`config.mk`:
```
export PLATFORM = sky130hd
export DESIGN_NAME = rr_reg_arbiter_flat
export DESIGN_NICKNAME = d
export VERILOG_FILES = /design/src/rtl/rr_reg_arbiter_if.sv /design/src/rtl/rr_reg_arbiter.sv /design/src/flat_wrapper.sv
export SDC_FILE = /design/constraint.sdc
export NUM_CORES = 1
export LEC_CHECK = 0
export BUFFER_PORTS_ARGS = -buffer_cell sky130_fd_sc_hd__buf_4
export CAP_MARGIN = 25
export CORE_UTILIZATION = 30
export DETAILED_ROUTE_END_ITERATION = 7
export GPL_TIMING_DRIVEN = 0
export SLEW_MARGIN = 40
export SYNTH_ARGS = -nofsm -noshare
export SYNTH_HDL_FRONTEND = slang
export SYNTH_SLANG_ARGS = --single-unit
```
`constraint.sdc`:
```
create_clock -name clk -period 4.1 [get_ports clk]
set_input_delay 0.41 -clock clk [delete_from_list [all_inputs] [get_ports clk]]
set_output_delay 0.41 -clock clk [all_outputs]
set_load 0.05 [all_outputs]
```
`src/rtl/rr_reg_arbiter_if.sv`:
```
// Write-request / read-port bundle for rr_reg_arbiter.
// master drives requests and read address; slave returns grants and data.
interface rr_reg_arbiter_if #(
    parameter int NREQ = 4,
    parameter int DW   = 8,
    parameter int AW   = 3
);
    logic                 clr;
    logic [NREQ-1:0]      req;
    logic [NREQ*AW-1:0]   wr_addr;
    logic [NREQ*DW-1:0]   wr_data;
    logic [NREQ-1:0]      gnt;
    logic [AW-1:0]        rd_addr;
    logic [DW-1:0]        rd_data;
    logic                 busy;

    modport master (
        output clr, req, wr_addr, wr_data, rd_addr,
        input  gnt, rd_data, busy
    );

    modport slave (
        input  clr, req, wr_addr, wr_data, rd_addr,
        output gnt, rd_data, busy
    );
endinterface

```
`src/rtl/rr_reg_arbiter.sv`:
```
// Register bank written by NREQ requesters through a round-robin arbiter.
// Registered one-hot grant, busy flag and read-before-write read port.
module rr_reg_arbiter #(
    parameter int NREQ = 4,
    parameter int DW   = 8,
    parameter int AW   = 3
) (
    input logic            clk,
    input logic            n_rst,
    rr_reg_arbiter_if.slave bus
);
    localparam int PW    = (NREQ > 1) ? $clog2(NREQ) : 1;
    localparam int DEPTH = 1 << AW;

    logic [DW-1:0]   bank [DEPTH];
    logic [PW-1:0]   ptr;
    logic [PW-1:0]   ptr_next;
    logic [PW-1:0]   win_idx;
    logic            win_valid;
    logic [NREQ-1:0] eff;
    logic [NREQ-1:0] gnt_q;
    logic [NREQ-1:0] gnt_next;
    logic [AW-1:0]   w_addr;
    logic [DW-1:0]   w_data;
    logic [DW-1:0]   rd_q;
    logic            busy_q;
    int              idx;

    // A requester granted this cycle is masked so it cannot win twice
    assign eff = bus.req & ~gnt_q;

    always_comb begin
        win_valid = 1'b0;
        win_idx   = '0;
        idx       = 0;
        for (int k = 0; k < NREQ; k++) begin
            idx = int'(ptr) + k;
            if (idx >= NREQ) idx = idx - NREQ;
            if (!win_valid && eff[idx[PW-1:0]]) begin
                win_valid = 1'b1;
                win_idx   = idx[PW-1:0];
            end
        end
    end

    always_comb begin
        w_addr = '0;
        w_data = '0;
        for (int i = 0; i < NREQ; i++) begin
            if (win_idx == PW'(i)) begin
                w_addr = bus.wr_addr[i*AW +: AW];
                w_data = bus.wr_data[i*DW +: DW];
            end
        end
    end

    always_comb begin
        ptr_next = (win_idx == PW'(NREQ - 1)) ? '0 : win_idx + 1'b1;
        gnt_next = NREQ'(1) << win_idx;
    end

    always_ff @(posedge clk or negedge n_rst) begin
        if (!n_rst) begin
            for (int e = 0; e < DEPTH; e++) bank[e] <= '0;
            rd_q   <= '0;
            gnt_q  <= '0;
            busy_q <= 1'b0;
            ptr    <= '0;
        end else begin
            rd_q <= bank[bus.rd_addr];
            if (bus.clr) begin
                for (int e = 0; e < DEPTH; e++) bank[e] <= '0;
                gnt_q  <= '0;
                busy_q <= 1'b0;
                ptr    <= '0;
            end else if (win_valid) begin
                bank[w_addr] <= w_data;
                gnt_q        <= gnt_next;
                busy_q       <= 1'b1;
                ptr          <= ptr_next;
            end else begin
                gnt_q  <= '0;
                busy_q <= 1'b0;
            end
        end
    end

    assign bus.gnt     = gnt_q;
    assign bus.rd_data = rd_q;
    assign bus.busy    = busy_q;
endmodule

```
`src/flat_wrapper.sv`:
```
// flat-port wrapper written by rule: the top's interface ports become plain ports
module rr_reg_arbiter_flat 
#(
    parameter int NREQ = 4,
    parameter int DW   = 8,
    parameter int AW   = 3
)
  (clk, n_rst, bus_clr, bus_req, bus_wr_addr, bus_wr_data, bus_rd_addr, bus_gnt, bus_rd_data, bus_busy);
  rr_reg_arbiter_if #(.NREQ(NREQ), .DW(DW), .AW(AW)) bus_i ();
  input logic clk;
  input logic n_rst;
  input wire logic [$bits(bus_i.clr)-1:0] bus_clr;
  input wire logic [$bits(bus_i.req)-1:0] bus_req;
  input wire logic [$bits(bus_i.wr_addr)-1:0] bus_wr_addr;
  input wire logic [$bits(bus_i.wr_data)-1:0] bus_wr_data;
  input wire logic [$bits(bus_i.rd_addr)-1:0] bus_rd_addr;
  output wire logic [$bits(bus_i.gnt)-1:0] bus_gnt;
  output wire logic [$bits(bus_i.rd_data)-1:0] bus_rd_data;
  output wire logic [$bits(bus_i.busy)-1:0] bus_busy;
  assign bus_i.clr = bus_clr;
  assign bus_i.req = bus_req;
  assign bus_i.wr_addr = bus_wr_addr;
  assign bus_i.wr_data = bus_wr_data;
  assign bus_i.rd_addr = bus_rd_addr;
  assign bus_gnt = bus_i.gnt;
  assign bus_rd_data = bus_i.rd_data;
  assign bus_busy = bus_i.busy;
  rr_reg_arbiter #(.NREQ(NREQ), .DW(DW), .AW(AW)) u_core (.clk(clk), .n_rst(n_rst), .bus(bus_i));
endmodule
```
==> out/metrics.cfg, run 1 <==
[grt]
grt_use_total_pct = 17.47
grt_max_degree = 80
gr-total-overflow = 0
first_global_vias = 3262
grt_first_pass_wirelength_um = 17570
antenna_found_initial = 0

[sta]
setup-violations-final = 0
setup_ws_ps = 398.8
drv_slew = 0
fin_crit_sh_pct = 90.27
finalHoldViolCount = 0
rsz0062_at_grt = false
fin_tns_setup_ps = 0
hold_ws_ps = 101.6
tightest_slew_ps = 882.3
fin_worst_skew_ps = 9.284
slew_headroom_pct = 41.18
min_period_ps = 3701
fmax_mhz = 270.2

[routing]
post_drt_wl_per_cell_um = 18.58
antenna_left = 0
drc_errors = 0
dr.pass1.iters = 4
drt_wl_total_um = 10800
vias = 3114
drtIter0Drc = 218
via_per_inst = 5.360

[final_layout]
drive_gt1_share_pct = 29.58
fin_area_um2 = 4967
area_growth_pct = 25.67
antennaDiodeCount = 0
fillers = 1275
layout_common_cells = dfrtp_1, buf_4, a22o_1, a21oi_1, mux4_2
layout_commonest_cell = dfrtp_1
nNetsFinal = 462

[placed_design]
postPlaceCellArea_um2 = 4661
place.gp.congestion = 0.7706
dp_slack_ps = 244.9
io_buffer_count = 62
dp_hpwl_um = 7539

[floorplanning]
num_io_pins = 67
die_y_um = 116.8
initial_core_util_pct = 31.07
core_um2 = 12720
dieWidth_um = 116.8
rows = 41
dieArea_um2 = 13640

[synthesis]
synth.distinct_cells = 43
synth_area_um2 = 3953
yosysWarningCount = 0
ys_ff_latch = 79
syn_nets = 389
synth.avg_cell_area_um2 = 11.94
synth_cells = 331
yosysSeqAreaShare_pct = 50.02

[clocking]
post-cts-setup-buffers = 0
cts.sinks = 79
clkTransAtPathRegs_ps = 60
ctsResizeCount = 0
tritoncts = done
clockBufferDepth = 2
clkLatencyLatePin_ps = 330
clock-root-buffer = clkbuf_16
cts_buffers = 9
cts_max_level = 3
holdBufCountCts = 0

[status]
status = finished, final reports clean

[power]
peakVddDrop_v = 0.0002054
power_leakage_nw = 2.277
power_density_nw_per_um2 = 681.4

[critical_path]
crit_required_ps = 4310
endpoint_kind = flop
start_kind = flop
critical_path_arrival_ps = 3920
critPathMaxFanout = 10
worstSetupPathType = flop to flop

[worst_hold_path]
min_path_type = primary input to asynchronous set/reset pin

[job]
maxCapViolCount = 0

## metal layers
| layer | track usage [%] | vias to the layer above | part of all wire, % |
|---|---|---|---|
| li1 | - | 1411 | - |
| met1 | 23.91 | 1612 | 45 |
| met2 | 27.85 | 89 | 49 |
| met3 | 3.862 | 2 | 5.6 |
| met4 | 5.148 | 0 | 0.45 |
| met5 | 0 | - | 0 |
## cell usage after synthesis
cell,instances,area (um^2)
a31oi_1,3,18.77
o2111a_1,1,11.26
a22oi_1,8,60.06
nand2_1,14,52.55
o2bb2ai_1,6,52.55
nand2b_1,9,56.30
a21oi_2,2,17.52
buf_2,5,25.02
a211oi_1,3,22.52
nor3b_1,2,15.01
buf_1,2,7.510
and2_1,5,31.28
nor3_2,1,10.01
nor2_1,15,56.30
nor2b_1,5,31.28
a22o_1,55,481.7
o211ai_2,1,12.51
mux2i_1,1,10.01
dfrtp_1,79,1977
inv_1,13,48.80
buf_6,1,11.26
a311oi_1,1,8.760
o21a_1,1,7.510
ha_1,4,50.05
nor4_1,1,6.260
a2111oi_4,1,27.53
a221o_1,1,10.01
clkbuf_2,1,5.000
and3_1,3,18.77
or4_1,1,7.510
mux2_2,8,90.09
a2bb2oi_4,1,26.28
nor3_1,3,15.01
nand3_1,3,15.01
o21ai_0,12,60.06
or2_2,1,6.260
or3_1,2,12.51
mux4_2,16,360.4
buf_4,1,7.510
nand3b_1,2,15.01
clkbuf_1,9,33.78
a221oi_2,2,30.03
a21oi_1,26,130.1
## power breakdown
part	leakage [nW]	internal [mW]	total (mW)	switching (mW)
combinational	1.04	0.539	1.48	0.939
sequential	1.09	0.983	1.09	0.112
clock	0.147	0.507	0.812	0.305
## registers in the layout, summed over array words and instances (netlist names)
name,count
u_core.bank,64
u_core.bus.busy,1
u_core.bus.gnt,4
u_core.bus.rd_data,8
u_core.ptr,2
## worst max-delay path, stage by stage, from the launching register on
cell       delay, ps
dfrtp_1          370
nor2b_1          320
nor3b_1          100
nor3_1           430
inv_1            130
ha_1             270
buf_6            160
nor3b_1          150
a221o_1          350
a2111oi_4        760
a21oi_2          290
a22o_1           250
## through the flow
step                      util (%)  cells  power, mW
final                        39.04    581      3.385
after global routing         39.04    581      3.586
after CTS                    39.01    581      3.400
after detailed placement     36.63    565      2.576
after global placement       36.42    565      2.530
after floorplan                  -    331      2.101
## cells by family after synthesis
group | synth area share, %
simple gates | 8.832
flops | 50.02
mux | 11.65
buf+inv | 3.514
fa+ha+maj | 1.266
compound gates | 24.72
## layout make-up
type                            instances  area, um^2  share of cell area (%)
Buffer                                 19       90.09                   1.814
Clock buffer                           14       264.0                   5.315
Clock inverter                          2       38.79                  0.7809
Inverter                               13       48.80                  0.9824
Multi-Input combinational cell        220        1864                   37.53
Sequential cell                        79        1977                   39.80
Tap cell                              172       215.2                   4.332
Timing Repair Buffer                   62       469.2                   9.446
## path summary, 6_finish.rpt
kind                       depth (start not counted)              start                    end  slack (ps)
max in group asynchronous                          1              n_rst  u_core.bus.rd_data[6]        3510
hold reg to reg                                    1    u_core.bank[47]        u_core.bank[47]         490
hold / removal                                     1              n_rst      u_core.bus.gnt[1]         100
min in group clk                                   1    u_core.bank[47]        u_core.bank[47]         490
setup reg to reg                                  11  u_core.bus.gnt[1]        u_core.bank[32]         400
setup / recovery                                  11  u_core.bus.gnt[1]        u_core.bank[32]         400
No activity file was read; power rests on OpenSTA's default activity.
==> inputs of run 2 (changes only) <==
--- a/config.mk
+++ b/config.mk
@@ -5,11 +5,13 @@
 export SDC_FILE = /design/constraint.sdc
 export NUM_CORES = 1
 export LEC_CHECK = 0
+export ABC_AREA = 1
 export BUFFER_PORTS_ARGS = -buffer_cell sky130_fd_sc_hd__buf_4
 export CAP_MARGIN = 25
 export CORE_UTILIZATION = 30
 export DETAILED_ROUTE_END_ITERATION = 7
 export GPL_TIMING_DRIVEN = 0
+export REMOVE_ABC_BUFFERS = 1
 export SLEW_MARGIN = 40
 export SYNTH_ARGS = -nofsm -noshare
 export SYNTH_HDL_FRONTEND = slang
==> run 2 against run 1 <==
Sequential share of layout area fell by 2.7 points. Routed wire length rose by 9.5%. Maximum frequency rose by 4.7%. First-iteration DRC count rose by 28%. Critical endpoint is now u_core.bank[33]. Largest cell class is now multi-input gates.
==> out/metrics.cfg, run 2 <==
[status]
status = finished, final reports clean

[sta]
tightest_slew_ps = 750.1
drv_slew = 0
fmax_mhz = 283.0
slew_headroom_pct = 49.99
rsz0062_at_grt = false
fin_worst_skew_ps = 6.631
setup-violations-final = 0
finalHoldViolCount = 0
fin_crit_sh_pct = 86.18
min_period_ps = 3533
fin_tns_setup_ps = 0
hold_ws_ps = 79.49

[final_layout]
nNetsFinal = 723
largest_register = u_core.bank
layout_commonest_cell = nand2_1
layout_common_cells = nand2_1, dfrtp_1, buf_4, nor2_1, nand3_1
drive_gt1_share_pct = 16.72
multi_input_area_um2 = 2177
largest_register_ff_count = 64
seqCellArea_um2 = 1977
antennaDiodeCount = 0
fillers = 1503
area_growth_pct = 21.27

[clocking]
cts_max_level = 3
clockBufferDepth = 2
cts_buffers = 9
clkTransAtPathRegs_ps = 60
clock-root-buffer = clkbuf_16
tritoncts = done
ctsResizeCount = 0
clkLatencyLatePin_ps = 340
holdBufCountCts = 0
post-cts-setup-buffers = 0
cts.sinks = 79

[critical_path]
worstSetupPathType = flop to flop
crit_family = simple AND/OR/NAND/NOR gates
critPathBufInv = 4
critPathMaxFanout = 11
start_kind = flop
crit_required_ps = 4330
critical_path.max_stage_delay_ps = 500
crit_chain = inv_4 -> nand3_1 -> nand3_1 -> nand2_2 -> inv_2 -> nand3_1 -> nand2_1 -> nand2_1 -> inv_1 -> ha_1 -> inv_1 -> nand2_1 -> nand3_1 -> nand2_1 -> nand2_1 -> nor2_4 -> nand2_1 -> nand3_1 -> nand2_1
cp_slowest_cell = dfrtp_1
critical_path_arrival_ps = 3760
endpoint_kind = flop
crit_top_cell = nand2_1

[grt]
antenna_found_initial = 0
gr-total-overflow = 0
grt_max_degree = 80
grt_use_total_pct = 17.09
first_global_vias = 4032
grt_first_pass_wirelength_um = 19920

[synthesis]
yosysWarningCount = 0
yosysMostFrequentCell = nand2_1
synth_area_um2 = 4389
synth.distinct_cells = 24
ys_ff_latch = 79
synth_ff_type = dfrtp_1
netlist_top_cells_area = dfrtp_1, nand2_1, nand3_1, nor2_1, o32ai_1
async_flop_share_pct = 100.0
yosysTopAreaCell = dfrtp_1
netlist_top_cells_count = nand2_1, dfrtp_1, nor2_1, nand3_1, inv_1
synth_edf_count = 0
synth_cells = 608
synth.avg_cell_area_um2 = 7.219
yosys.area.top_type_share_pct = 45.04
yosysSeqAreaShare_pct = 45.04

[floorplanning]
die_y_um = 123.0
core_um2 = 14100
num_io_pins = 67
dieArea_um2 = 15120
initial_core_util_pct = 31.14
rows = 43
dieWidth_um = 123.0

[routing]
dr.pass1.iters = 5
drc_errors = 0
antenna_left = 0
via_per_inst = 4.796
post_drt_wl_per_cell_um = 13.91
drt_wl_total_um = 11820
vias = 4077
drtIter0Drc = 280

[job]
maxCapViolCount = 0

[placed_design]
dp_hpwl_um = 8194
place.gp.congestion = 0.8014
io_buffer_count = 66

[worst_hold_path]
min_path_type = primary input to asynchronous set/reset pin

run 2: layout make-up:
class	count	share of cell area, %
clock buffers	10	4.490
clock inverters	6	1.269
inverters	36	2.586
multi-input cells	473	40.90
flip-flops and latches	79	37.14
well taps	180	4.231
repair buffers	66	9.379
run 2: final timing paths:
check	from	slack [ps]	end	cells past startpoint
setup / recovery	u_core.ptr[0]	570	u_core.bank[33]	19
hold / removal	n_rst	80	u_core.bus.gnt[0]	1
setup reg to reg	u_core.ptr[0]	570	u_core.bank[33]	19
hold reg to reg	u_core.bank[40]	470	u_core.bank[40]	2
max in group asynchronous	n_rst	3470	u_core.bank[15]	1
min in group clk	bus_rd_addr[2]	370	u_core.bus.rd_data[3]	3
run 2: logic make-up (layout without fill, tap and decap cells):
| kind of cell | Yosys count | in the layout | share of synthesized area, % |
|---|---|---|---|
| and+or+nand+nor | 409 | 409 | 40.14 |
| DFF | 79 | 79 | 45.04 |
| AOI/OAI and AO/OA | 60 | 60 | 8.324 |
| buffers and inverters | 56 | 118 | 5.359 |
| adders and majority gates | 4 | 4 | 1.140 |
run 2: per-layer routing:
| metal | global-route usage, % | part of all wire, % | vias up | wire [um] |
|---|---|---|---|---|
| li1 | - | - | 2060 | - |
| met1 | 23.19 | 46 | 1903 | 5456 |
| met2 | 27.56 | 48 | 104 | 5707 |
| met3 | 2.814 | 4.3 | 10 | 512 |
| met4 | 5.793 | 1.2 | 0 | 144 |
| met5 | 0 | 0 | - | 0 |
run 2: stage by stage:
| stage | setup WS (ps) | instances | instance area [um^2] | util, % |
|---|---|---|---|---|
| floorplan | 1123 | 588 | 4292 | - |
| global placement | 601.8 | 834 | 5012 | 35.56 |
| detailed placement | 572.1 | 834 | 5016 | 35.58 |
| CTS | 549.7 | 850 | 5323 | 37.76 |
| global route | 144.5 | 850 | 5323 | 37.76 |
| finish | 566.6 | 850 | 5323 | 37.76 |
run 2: worst register-to-register path, stage by stage, from the launching register on:
cell     delay (ps)
dfrtp_1         500
inv_4           130
nand3_1         130
nand3_1         140
nand2_2          90
inv_2            80
nand3_1          90
nand2_1          80
nand2_1         110
inv_1           110
ha_1            410
inv_1           220
nand2_1         110
nand3_1          70
nand2_1         100
nand2_1         200
nor2_4          330
nand2_1         300
nand3_1         160
nand2_1          60
Power of run 2 is not shown: default switching activity piles up to over one toggle a cycle in this logic, so the estimate is an artifact.
